### src/rtl/md_ctrl.sv
// -----------------------------------------------------------------------------
// md_ctrl
//
// Issue and hazard controller for the HI/LO multiply/divide unit. It sits
// beside the E stage and turns the decoded E-stage flags into the unit's
// start pulse, operation select and HI/LO write enables. The unit's fixed
// multiply and divide latencies are tracked here with a small state machine
// and a down-counter, and the D-stage stall is raised while the unit's result
// is not yet final.
//
// Parameters
//   MUL_LAT   busy cycles after a mult/multu/madd issue (1..31)
//   DIV_LAT   busy cycles after a div/divu issue (1..31)
//
// Ports
//   clk       in   pipeline clock, rising edge
//   reset     in   asynchronous, active-low reset
//   d_md_use  in   D-stage instruction is a HI/LO user
//   e_start   in   E-stage instruction is mult/multu/div/divu/madd
//   e_sel     in   E-stage operation code (0 mult, 1 multu, 2 div, 3 divu, 4 madd)
//   e_mthi    in   E-stage instruction is mthi
//   e_mtlo    in   E-stage instruction is mtlo
//   e_flush   in   E-stage instruction is squashed this cycle
//   md_start  out  start pulse to the unit (combinational)
//   md_sel    out  operation select to the unit (copy of e_sel)
//   hi_en     out  HI write enable (combinational)
//   lo_en     out  LO write enable (combinational)
//   busy      out  unit is computing (registered)
//   busy_cnt  out  remaining busy cycles (registered)
//   stall     out  freeze F/D and insert a bubble into E (combinational)
//   err       out  sticky protocol-violation flag (registered)
// -----------------------------------------------------------------------------
module md_ctrl #(
    parameter int MUL_LAT = 5,
    parameter int DIV_LAT = 10
) (
    input  logic       clk,
    input  logic       reset,
    input  logic       d_md_use,
    input  logic       e_start,
    input  logic [2:0] e_sel,
    input  logic       e_mthi,
    input  logic       e_mtlo,
    input  logic       e_flush,
    output logic       md_start,
    output logic [2:0] md_sel,
    output logic       hi_en,
    output logic       lo_en,
    output logic       busy,
    output logic [4:0] busy_cnt,
    output logic       stall,
    output logic       err
);

    typedef enum logic [1:0] {
        IDLE = 2'd0,
        MUL  = 2'd1,
        DIV  = 2'd2
    } state_t;

    localparam logic [4:0] MUL_CNT = 5'(MUL_LAT);
    localparam logic [4:0] DIV_CNT = 5'(DIV_LAT);

    state_t     r_state;
    state_t     w_state_nxt;
    logic [4:0] r_cnt;
    logic [4:0] w_cnt_nxt;
    logic       r_busy;
    logic       r_err;
    logic       w_err_nxt;

    logic       w_sel_ok;
    logic       w_is_div;
    logic       w_issue;
    logic       w_mt_any;
    logic       w_viol;

    // Codes 5..7 are reserved and never start the unit.
    assign w_sel_ok = (e_sel <= 3'd4);
    assign w_is_div = (e_sel == 3'd2) || (e_sel == 3'd3);
    assign w_issue  = e_start & ~e_flush & ~r_busy & w_sel_ok;
    assign w_mt_any = e_mthi | e_mtlo;

    // Any of these, on an unflushed E-stage instruction, latches err.
    // A busy-time request is simply dropped: issue/hi_en/lo_en are all
    // gated by ~r_busy, so nothing reaches the unit.
    assign w_viol = ~e_flush & ( (r_busy & (e_start | w_mt_any))
                               | (e_start & ~w_sel_ok)
                               | (e_start & w_mt_any) );

    always_comb begin
        w_state_nxt = r_state;
        w_cnt_nxt   = r_cnt;
        w_err_nxt   = r_err | w_viol;
        case (r_state)
            IDLE: begin
                if (w_issue) begin
                    if (w_is_div) begin
                        w_state_nxt = DIV;
                        w_cnt_nxt   = DIV_CNT;
                    end else begin
                        w_state_nxt = MUL;
                        w_cnt_nxt   = MUL_CNT;
                    end
                end
            end
            MUL, DIV: begin
                // Counter reaches 0 on the same edge the state returns to
                // IDLE, keeping busy_cnt != 0 exactly while busy.
                w_cnt_nxt = r_cnt - 5'd1;
                if (r_cnt == 5'd1) begin
                    w_state_nxt = IDLE;
                end
            end
            default: begin
                w_state_nxt = IDLE;
                w_cnt_nxt   = 5'd0;
            end
        endcase
    end

    always_ff @(posedge clk or negedge reset) begin
        if (!reset) begin
            r_state <= IDLE;
            r_cnt   <= 5'd0;
            r_busy  <= 1'b0;
            r_err   <= 1'b0;
        end else begin
            r_state <= w_state_nxt;
            r_cnt   <= w_cnt_nxt;
            r_busy  <= (w_state_nxt != IDLE);
            r_err   <= w_err_nxt;
        end
    end

    assign md_start = w_issue;
    assign md_sel   = e_sel;
    assign hi_en    = e_mthi & ~e_flush & ~r_busy;
    assign lo_en    = e_mtlo & ~e_flush & ~r_busy;
    assign busy     = r_busy;
    assign busy_cnt = r_cnt;
    // Stalling in the issue cycle too keeps a dependent HI/LO user in D
    // until the cycle after the result becomes final.
    assign stall    = d_md_use & (r_busy | w_issue);
    assign err      = r_err;

endmodule
### config.mk
export PLATFORM = sky130hd
export DESIGN_NAME = md_ctrl
export DESIGN_NICKNAME = d
export VERILOG_FILES = /design/src/rtl/md_ctrl.sv
export SDC_FILE = /design/constraint.sdc
export NUM_CORES = 1
export LEC_CHECK = 0
export ABC_AREA = 1
export CORE_MARGIN = 2
export CORE_UTILIZATION = 39
export DETAILED_ROUTE_END_ITERATION = 10
export PLACE_DENSITY_LB_ADDON = 0.1
export SKIP_CTS_REPAIR_TIMING = 1
export SLEW_MARGIN = 20
export SYNTH_ARGS = -nofsm -noshare
export SYNTH_HDL_FRONTEND = slang
export SYNTH_SLANG_ARGS = --single-unit
### constraint.sdc
create_clock -name clk -period 1.1 [get_ports clk]
set_input_delay 0.33 -clock clk [delete_from_list [all_inputs] [get_ports clk]]
set_output_delay 0.33 -clock clk [all_outputs]
set_load 0.02 [all_outputs]
Word level (Yosys, flattened, before mapping)
Index checks and enable logic that the tools add are counted.
{ "classes": {"n_eq_ne": 6, "magnitude_cmp": 1, "bitwise": 21, "n_shift": 0, "n_mul": 0, "add_sub_neg": 1, "mux": 7, "div": 0, "reduce_logical": 4} }
{ "ops": {"columns": ["operator", "n"], "rows": [
  ["$and A1 B1 Y1", 12],
  ["$pmux W5 S2", 1],
  ["$eq A3 B2 Y1 const B", 2],
  ["$mux W2", 3],
  ["$or A1 B1 Y1", 6],
  ["$eq A5 B1 Y1 const B", 1],
  ["$mux W5", 1],
  ["$sub A5 B1 Y5 const B", 1],
  ["$mux W4", 1],
  ["$pmux W2 S2", 1],
  ["$le A3 B3 Y1 const B", 1],
  ["$not A1 Y1", 3],
  ["$eq A2 B1 Y1 const B", 1],
  ["$eq A2 B2 Y1 const B", 1],
  ["$logic_not A2 Y1", 1],
  ["$ne A2 B2 Y1 const B", 1],
  ["$reduce_bool A2 Y1", 1],
  ["$reduce_or A2 Y1", 1],
  ["$logic_or A1 B1 Y1", 1]
]} }
{ "totals": {"romBits": 0, "register_bits": 9, "ram_bits": 0, "input_bits": 10, "out_inout_bits": 14, "latch_bits": 0, "word_cells": 44, "n_memories": 0} }

Logic depth before layout (Yosys ltp)
Gate-level depths: netlist of the first run.
{ "depth": {"ltp_word": 7, "ltp_mapped": 8, "depth_no_buf": 8} }

Worst setup path after synthesis of the first run
No wires, ideal clock.
{ "synth_timing": {"path_kind": "reg2out", "start": "register r_busy, in the netlist busy", "end": "output stall", "stages_incl_launch_ff": 4, "required_time_ps": 770, "path_slack_ps": -498, "path_buffers": 0, "arrival_time_ps": 1268, "path_cell_list": "dfrtp_1 > nor2_4 > nand2_4 > a21boi_0"} }
{ "synth_via": {"elab_chain_cells": 5} }
{ "synth_rtl": {"columns": ["item", "line_no", "rtl"], "rows": [
  ["start: declaration", "68", "logic r_busy;"],
  ["start signal: assignment", "131", "r_busy <= (w_state_nxt != IDLE);"],
  ["$not A1 Y1", "81", "assign w_issue = e_start & ~e_flush & ~r_busy & w_sel_ok;"],
  ["$and A1 B1 Y1 (2 in a row)", "81", null],
  ["$or A1 B1 Y1 (*)", "144", "assign stall = d_md_use & (r_busy | w_issue);"],
  ["$and A1 B1 Y1 (*)", "144", null],
  ["end: declaration", "51", "output logic stall,"]
]} }
Every way passes the cells marked *; elsewhere a longest branch is shown, timed or not.

Worst setup path in the final report of the first run
Same ends and word-level chain as after synthesis.

==> results of run 1 <==
per-stage QoR:
stage                     util [%]  area [µm²]  TNS (ns)  power [mW]  worst slack [ns]
after floorplan                  -         751    -0.339        1.55            -0.147
after global placement        69.0        1160    -11.46        2.28             -1.06
after detailed placement      69.0        1160    -11.73        2.31             -1.08
after CTS                     70.5        1190    -11.33        2.57             -1.08
after global routing          78.4        1320     -3.35        3.14            -0.433
final                         78.4        1320     -2.43        2.95            -0.385
routing by layer:
metal	global-route usage (%)	vias to the layer above	part of all wire (%)
met5	0	-	0
met4	3.43	0	1.9
met3	7.06	6	4.8
met2	30.3	29	51
met1	24.9	381	43
li1	-	390	-
final cells by class:
class	instances	area, µm²	share of cell area [%]
multi-input cells	66	523	39.5
repair buffers	47	460	34.8
flip-flops and latches	9	229	17.3
inverters	15	63.8	4.82
clock buffers	4	26.3	1.98
well taps	17	21.3	1.61
worst max path at each step:
stage	startpoint	end	slack (ns)	cells after the start
6_report	busy	stall	-0.39	4
5_1_grt	busy	stall	-0.43	4
4_1_cts	e_flush	stall	-1.08	7
3_5_place_dp	e_flush	stall	-1.08	7
3_3_place_gp	e_start	stall	-1.06	6
2_1_floorplan	busy	stall	-0.15	3
sequential cells by signal, indices dropped and copies added, names as in the netlist:
register,count
busy,1
busy_cnt,5
err,1
r_state,2
cells in the final DEF, fill, tap and decap left out, types with 4 or more instances in the layout:
cell type	synthesis	layout
buf_6	0	14
nand2_2	4	10
nand3_1	8	7
nand2_1	20	13
nor2_1	10	5
nor2_4	2	5
dlymetal6s2s_1	0	8
dfrtp_1	9	6
buf_4	3	21
inv_1	13	6
inv_2	2	7
ha_4	0	4
cells in the mapped netlist (all sizes together):
| cell type | n | area share (%) |
|---|---|---|
| nand2 | 26 | 18 |
| inv | 15 | 8.2 |
| nor2 | 12 | 8.7 |
| nand3 | 10 | 8.7 |
| dfrtp | 9 | 33 |
| o21ai | 6 | 5.4 |
| ha | 4 | 7.2 |
| buf | 3 | 3.3 |
| nand4 | 2 | 1.8 |
| o21bai | 2 | 2.2 |
| a21boi | 1 | 1.1 |
| a21oi | 1 | 0.72 |
| nand3b | 1 | 1.1 |
| xor2 | 1 | 1.3 |
critical path, stage by stage (launching register included):
cell      delay [ns]
dfrtp_2         0.43
nor2_4          0.14
nand2_4         0.07
a21boi_4        0.13
buf_6           0.12
cell families (layout without fill, tap and decap cells):
group | Yosys count | after routing | synth area share, %
adder cells (fa/ha/maj) | 4 | 4 | 7.25
AND/OR/NAND/NOR | 51 | 51 | 38.0
buffers and inverters | 18 | 66 | 11.4
flip-flops | 9 | 9 | 32.6
XOR/XNOR | 1 | 1 | 1.27
AO/OA/AOI/OAI | 10 | 10 | 9.42
where the power goes:
group | switching (mW) | internal [mW] | leakage [nW]
logic | 1.10 | 1.04 | 0.582
clock network | 0.115 | 0.140 | 0.0150
registers | 0.0979 | 0.451 | 0.109
total | 1.32 | 1.63 | 0.705
==> results_dict.tcl, run 1 <==
set metrics [dict create \
    status "finished, violations left" \
    violations "setup timing" \
    max_cap_violations 0 \
    max_freq_ghz 0.673 \
    syn_area_per_cell_um2 7.43 \
    ios 24 \
    port-buffer-count 23 \
    netlist_area_um2 691 \
    drc 0 \
    core_area_um2 1690 \
    rrSetupSlack_ns -0.14 \
    reg2reg_to "busy_cnt[1]" \
    dp_hpwl_mm 1.37 \
    root_buffer "clkbuf_4" \
    clk_path_buf_depth 2 \
    grt_start_max_net_pins 10 \
    clk_pin_slew_ns 0.06 \
    synth_seq_area_share_pct 32.6 \
    gp_congestion 0.814 \
    final.setup.worst_slack_ns -0.385 \
    report.final.slew_viol_count 0 \
    min_period_ns 1.49 \
    path_max_fanout 3 \
    drt-initial-drc-count 15 \
    num_rows 15 \
    hp-class "input pin to async pin" \
    end_kind "primary output" \
    placedCellCount 153 \
    instances_no_fill 158 \
    antenna_found_initial 0 \
    cts_tree "done" \
    grt_pass1_wl_mm 2.88 \
    r2r-start "r_state[0]" \
    timing.final.crit_share_pct 135 \
    peakVddDrop_mv 1.43 \
    hold_viol_final 0 \
    synth_cells 93 \
    grt_pass1_vias 695 \
    h-tree-depth 1 \
    overflow 0 \
    worstPathArrival_ns 1.16 \
    wire_per_inst_um 12.2 \
    crit_required_ns 0.77 \
    ys_types 21 \
    synth_seq_cells 9 \
    worstSetupStartpointType "register" \
    die_h_um 46.1 \
    setup_viol 19 \
    tightest_slew_ns 0.246 \
    drt_pass1_iterations 4 \
    start_util_pct 40.9 \
    fp.dieW_um 46.1 \
    viasPerCell 5.10 \
    hold-worst-slack_ns 0.392 \
    clk-insertion-delay-late_ns 0.26 \
    p_leak_nw 0.705 \
    ant_nets 0 \
    ys_warn_count 0 \
    skew_ns 0.00537 \
    syn_nets 107 \
    rsz0062_at_grt "yes" \
    vias 806 \
    dieArea_um2 2120 \
    diodes 0 \
    syn_to_final_growth_pct 91.7 \
    numCtsBuffers 3 \
    path_class "register to primary output" \
    clock-sinks 9 \
    drive_gt1_share_pct 58.9 \
    slew-limit-headroom_pct 83.5 \
    final_net_count 156 \
    worst-r2r-cell-count 7 \
    p_per_area_nw_per_um2 2230 \
    grt_util_all_layers_pct 19.1 \
    wl_mm 1.93 \
    fillers 121 \
]
Power figures use the tool's default switching activity.
==> inputs of run 2 (changes only) <==
CTS_CLUSTER_SIZE = 25   (was default)
==> results of run 2 <==
The final DEF is identical to that of run 1; final timing and power are the same.
==> inputs of run 3 (changes only) <==
CORE_MARGIN = default   (was 2)
==> results_dict.tcl, run 3 (synthesis gave the netlist of run 1 again) <==
set metrics [dict create \
    start_util_pct 43.8 \
    report.final.slew_viol_count 0 \
    rsz0062_at_grt "yes" \
    wl_mm 2.58 \
    cp_cell_sequence "buf_4 -> nor2_1 -> buf_4" \
    overflow 0 \
    placedCellCount 152 \
    critPathMaxStageDelay_ns 0.42 \
    numCtsBuffers 3 \
    final.setup.worst_slack_ns -0.436 \
    max_cap_violations 0 \
    dieArea_um2 1940 \
    p_per_area_nw_per_um2 2320 \
    cts_tree "done" \
    drc 3 \
    clock-sinks 9 \
    gp_congestion 0.862 \
    path_max_fanout 5 \
    pre_cts_slack_ns -1.08 \
    p_total_mw 3.15 \
    fp.dieW_um 44.1 \
    end_kind "primary output" \
    slew-limit-headroom_pct 84.3 \
    vias 878 \
    tightest_slew_ns 0.235 \
    violations "DRC, setup timing" \
    final_cell_area_um2 1360 \
    grt_start_max_net_pins 10 \
    antenna_found_initial 0 \
    min_period_ns 1.54 \
    drive_gt1_share_pct 58.0 \
    p_leak_nw 0.726 \
    ant_nets 0 \
    crit_slowest_cell "dfrtp_2" \
    max_freq_ghz 0.651 \
    instances_no_fill 159 \
    clk_path_buf_depth 2 \
    h-tree-depth 1 \
    peakVddDrop_mv 1.84 \
    setup_viol 20 \
    post_dp_cell_area_um2 1160 \
    hp-class "input pin to async pin" \
    path_class "register to primary output" \
    syn_to_final_growth_pct 96.6 \
    drt-initial-drc-count 33 \
    hold_viol_final 0 \
    root_buffer "clkbuf_4" \
    grt_pass1_wl_mm 3.02 \
    viasPerCell 5.52 \
    port-buffer-count 23 \
    die_h_um 44.1 \
    worstSetupStartpointType "register" \
    skew_ns 0.0236 \
    mostFrequentLayoutCells "buf_4 (19), buf_6 (19), nand2_1 (15)" \
    cp_common_cell "buf_4" \
    crit_required_ns 0.77 \
    grt_pass1_vias 707 \
    clk-insertion-delay-late_ns 0.29 \
    worstPathArrival_ns 1.21 \
    drt_pass1_iterations 7 \
    grt_util_all_layers_pct 21.9 \
    timing.final.crit_share_pct 140 \
    dp_hpwl_mm 1.46 \
    wire_per_inst_um 16.2 \
    core_area_um2 1580 \
    tns_ns -3.38 \
    final_net_count 158 \
    largest_reg_flops 5 \
    num_rows 14 \
    clk_pin_slew_ns 0.09 \
    diodes 0 \
    status "finished, violations left" \
    ios 24 \
]
## run 3: cell count changes in the layout (fill, tap and decap cells not counted)
cell      before  now
buf_4         21   19
buf_6         14   19
clkbuf_2       1    0
inv_2          7    6
inv_4          1    2
nand2_1       13   15
nand2_2       10    8
nand3_1        7    6
nand3_2        2    3
nor2_1         5    7
nor2_4         5    3
o21ai_0        1    0
o21ai_4        0    1
## run 3: path summary, 6_finish.rpt
| kind | from | end | slack [ns] | cells after the start |
|---|---|---|---|---|
| max | busy | lo_en | -0.44 | 3 |
| min | reset | busy_cnt[2] | 0.35 | 2 |
| min reg2reg | err | err | 0.51 | 1 |
| max in group asynchronous | reset | busy | 0.60 | 2 |
| max reg2reg | busy_cnt[3] | busy | -0.21 | 7 |
| min in group clk | e_flush | err | 0.42 | 3 |
## run 3: power breakdown
group,internal [mW],switching (mW)
registers,0.450,0.103
logic,1.11,1.19
clock network,0.141,0.152
total,1.70,1.45
## run 3: cell type report
cell class | count | area (µm²)
Inverter | 15 | 66.3
Clock buffer | 4 | 26.3
Sequential cell | 9 | 229
Tap cell | 16 | 20.0
Multi-Input combinational cell | 66 | 519
Fill cell | 89 | 219
Timing Repair Buffer | 49 | 497
## run 3: through the flow
stage | hold WS [ns] | util (%)
after floorplan | 0.0344 | -
final | 0.354 | 86.1
after global routing | 0.368 | 86.1
after global placement | 0.460 | 73.8
after CTS | 0.382 | 75.5
after detailed placement | 0.478 | 73.8
## run 3: metal layers
metal,vias up,wire length [µm],GRT usage (%)
met1,406,960,27.5
met3,16,201,5.31
met2,65,1280,35.3
li1,391,-,-
met5,-,0,0
met4,0,133,10.9
## run 3: worst max-delay path, delay by kind of cell (launching register included)
kind	cells	cell delay [ns]
and+or+nand+nor	1	0.17
DFF	1	0.42
buffers and inverters	2	0.34
==> edit 1: new RTL, flow settings as in run 3 <==
Register the output `err` once more, cleared by the reset; this adds one clock of latency there. The other outputs are not delayed to match. Comments in the files are not updated.
--- a/src/rtl/md_ctrl.sv
+++ b/src/rtl/md_ctrl.sv
@@ -143,5 +143,11 @@
     // until the cycle after the result becomes final.
     assign stall    = d_md_use & (r_busy | w_issue);
-    assign err      = r_err;
+    always_ff @(posedge clk or negedge reset) begin
+        if (!reset) begin
+            err <= '0;
+        end else begin
+            err <= r_err;
+        end
+    end
 
 endmodule
Behaviour: not the same (Yosys sat finds a counterexample within 4 cycles, from zero or initial values and one cycle with reset low).
==> edit 1 against run 3 <==
  * Sequential share of layout area rose by 2.2 points
  * First-iteration DRC count down 36%
  * Via count decreased by 9.8%
  * Critical path depth grew 1
  * Setup slack better by 0.027 ns
  * Cell area down 1.7%
  * Sequential power up 7.8%
  * Routed wire length decreased by 24%
  * The flow finishes with violations (negative setup slack)
  * Hold slack got worse by 0.023 ns
  * Combinational power up 4%
  * Sequential cell count up 1
  * Synthesized area rose by 2.4%
  * Largest cell class unchanged
  * Power is 6.2% higher
==> edit 1: results (changes against run 3) <==
first-pass GRT wire length=2904 um (-3.7%); worst clock skew=0.003657 ns (-0.01995 ns); post-synthesis adder-cell area fraction=7.080% (-0.17 points); Leakage=0.7070 nW (-2.6%); worst setup margin=-0.4092 ns (+0.02677 ns); Worst R2R Start=r_state[0]; status=finished, violations left; Syn Area/Cell=7.364 um^2 (-0.84%); GRT Total Usage=20.61% (-1.3 points); Unique masters post-synth=22 (+4.8%); largest net degree at the start of global routing=11 (+1); Fin Setup TNS=-2.476 ns (+0.9026 ns); failing checks=negative setup slack; fin cells=169 (+6.3%); Synth Area in XOR/XNOR=0% (-1.3 points); Worst Path Max Fanout=3 (-2); Setup WS pre-CTS=-1.094 ns (-0.01778 ns); worst path arrival time=1.18 ns (-0.03 ns); final setup fails=19 (-5.0%); Worst VDD drop=1759 uV (-4.1%); post-synthesis compound-gate area fraction=9.027% (-0.39 points); top post-synthesis cells by area=dfrtp_1 (35%), nand2_1 (12%), ha_1 (7.1%); CP Capture Point=stall; Flop pwr share=17.8% (+0.3 points); setup slack, reg-to-reg=-0.10 ns (+0.11 ns); area post-placement=0.001161 mm^2 (-0.22%); Post-synth top cells=nand2_1 (23), nor2_1 (13), inv_1 (11)
[edit 1: cell count changes in the layout (fill, tap and decap cells not counted), moves of 2 or more]
cell / before / now
buf_6: 19 / 13
buf_4: 19 / 23
nor2_1: 7 / 10
nand2_1: 15 / 17
nand3_1: 6 / 8
nor2_2: 2 / 0
nor2_4: 3 / 5
[edit 1: layer usage]
| layer | vias to the layer above | wire [um] | GRT usage (%) |
|---|---|---|---|
| met5 | - | 0 | 0 |
| li1 | 396 | - | - |
| met1 | 368 | 784 | 23.35 |
| met4 | 0 | 37 | 9.697 |
| met2 | 23 | 1062 | 36.76 |
| met3 | 5 | 74 | 4.082 |
[edit 1: final cells by class]
type,count,area [um^2]
inverter,14,62.56
timing repair buffer,47,441.7
multi-input combinational,69,509.2
sequential,10,254.0
fill,120,372.9
tap,25,31.28
clock buffer,4,36.28
[edit 1: critical path, cell delays in order, from the launching register on]
cell	delay, ns
dfrtp_2	0.43
nor2_4	0.14
nand2_4	0.07
a21boi_4	0.13
buf_6	0.13
==> edit 2: new RTL, settings of run 3 <==
Made on the original files. Set the parameter `DIV_LAT` to 9 (it was 10).
--- a/src/rtl/md_ctrl.sv
+++ b/src/rtl/md_ctrl.sv
@@ -33,5 +33,5 @@
 module md_ctrl #(
     parameter int MUL_LAT = 5,
-    parameter int DIV_LAT = 10
+    parameter int DIV_LAT = 9
 ) (
     input  logic       clk,
Formal check against the unedited RTL: not equivalent (a bounded check fails within 4 cycles, from zero or initial values and one cycle with reset low).
==> edit 2 against run 3 <==
  * The run still ends with design-rule violations, negative setup slack left
  * Clock skew is 0.015 ns lower
  * Routed wire length decreased by 13%
  * Clock power down 6%
  * Die area fell by 2.2%
  * Synthesized cell count fell by 4.3%
  * Sequential cell count is the same
  * Combinational power increased by 2%
  * Synthesized area shrank 2.4%
  * Sequential share of layout area is 1.2 points higher
  * Setup slack lost 0.0028 ns
  * Power increased by 0.57%
  * Cell area fell by 6.5%
==> edit 2: results (changes against run 3) <==
status=finished, violations left; failing checks=design-rule violations, negative setup slack; sequential share of the synthesized area=33.40% (+0.79 points); top post-synthesis cells by area=dfrtp_1 (33%), nand2_1 (8.3%), nand3_1 (8.2%); Rel. slew slack=85.14% (+0.82 points); nets=151 (-4.4%); vias in the first global route=773 (+9.3%); DRC Markers=4 (+1); Via Count=800 (-8.9%); Post-Route WL=2234 um (-13%); crit-path max cell delay=0.44 ns (+0.02 ns); max reg flops=5 (unchanged); Unique masters post-synth=21 (unchanged); Worst Path Max Fanout=3 (-2); TritonRoute pass-1 iters=9 (+2); placer congestion estimate=0.8621 (about the same); worst path arrival time=1.21 ns (about the same); final hold violation count=0 (unchanged); Post-synth top cells=nand2_1 (15), inv_1 (12), nand3_1 (11), nor2_1 (11), dfrtp_1 (9); initial antenna violation count=0 (unchanged); layout cell share with drive strength beyond 1=61.03% (+3.0 points); Fin Setup TNS=-3.002 ns (+0.3761 ns); Post-Syn Nets=103 (-3.7%); largest net degree at the start of global routing=10 (unchanged); first-pass GRT wire length=3091 um (+2.5%); Leakage=0.6922 nW (-4.7%); clk_lat worst skew=0.27 ns (-0.02 ns); DR iter-0 viols=21 (-36%); Max H-tree Level=1 (unchanged); Detail Placement HPWL=1472 um (+0.69%); GRT Total Usage=21.70% (-0.25 points); area post-placement=0.001097 mm^2 (-5.7%); worst clock skew=0.008269 ns (-0.01534 ns); worst setup margin=-0.4387 ns (-0.002767 ns); final setup fails=20 (unchanged); Worst VDD drop=1726 uV (-6.0%)
## edit 2: final cells by class
cell class              instances  area [um^2]
clock buffers                   3        22.52
flip-flops and latches          9        229.0
well taps                      16        20.02
multi-input cells              63        499.2
clock inverters                 1        5.005
fillers                        97        289.0
repair buffers                 46        434.2
inverters                      14        60.06
## edit 2: worst register-to-register path, cell delays in order (launching register included)
cell and delay, ns:
dfrtp_2 0.43, buf_6 0.13, inv_4 0.06, ha_4 0.12
nand3b_1 0.12, nand2_1 0.10, nand2_1 0.07, nand2_2 0.10
nand3_2 0.07
## edit 2: logic make-up (layout without fill, tap and decap cells)
family                   count (synthesis)  after routing  synth area share, %
XOR/XNOR                                 2              2                2.598
buffers and inverters                   17             64                11.13
AO/OA/AOI/OAI                           10             10                9.834
flip-flops                               9              9                33.40
adder cells (fa/ha/maj)                  4              4                7.421
AND/OR/NAND/NOR                         47             47                35.62
## edit 2: per-layer routing
metal / up-vias / share of wire, % / GRT usage, %
met5: - / 0 / 0
li1: 375 / - / -
met1: 380 / 39 / 22.51
met3: 12 / 6.4 / 2.500
met4: 0 / 2.7 / 10.63
met2: 33 / 52 / 42.09
## edit 2: path summary, 6_finish.rpt
kind                       depth (start not counted)          end  slack, ns   startpoint
setup / recovery                                   4        stall      -0.44         busy
hold / removal                                     2   r_state[0]       0.33        reset
setup reg to reg                                   8         busy      -0.20  busy_cnt[1]
hold reg to reg                                    3          err       0.61          err
max in group asynchronous                          2  busy_cnt[0]       0.60        reset
min in group clk                                   5          err       0.47       e_mthi
## edit 2: through the flow
step / setup slack (ns) / power [mW] / utilization [%] / hold slack [ns] / instances
CTS: -1.111 / 2.681 / 72.15 / 0.3347 / 149
floorplan: -0.1403 / 1.706 / - / 0.03441 / 89
finish: -0.4387 / 3.172 / 81.46 / 0.3344 / 152
detailed placement: -1.101 / 2.394 / 70.39 / 0.4574 / 145
global placement: -1.053 / 2.337 / 70.39 / 0.4463 / 145
global route: -0.4671 / 3.349 / 81.46 / 0.3664 / 152
## edit 2: power by group
group	internal, mW	switching, mW
Combinational	1.06	1.29
Clock	0.135	0.140
Sequential	0.453	0.0943
Total	1.65	1.52
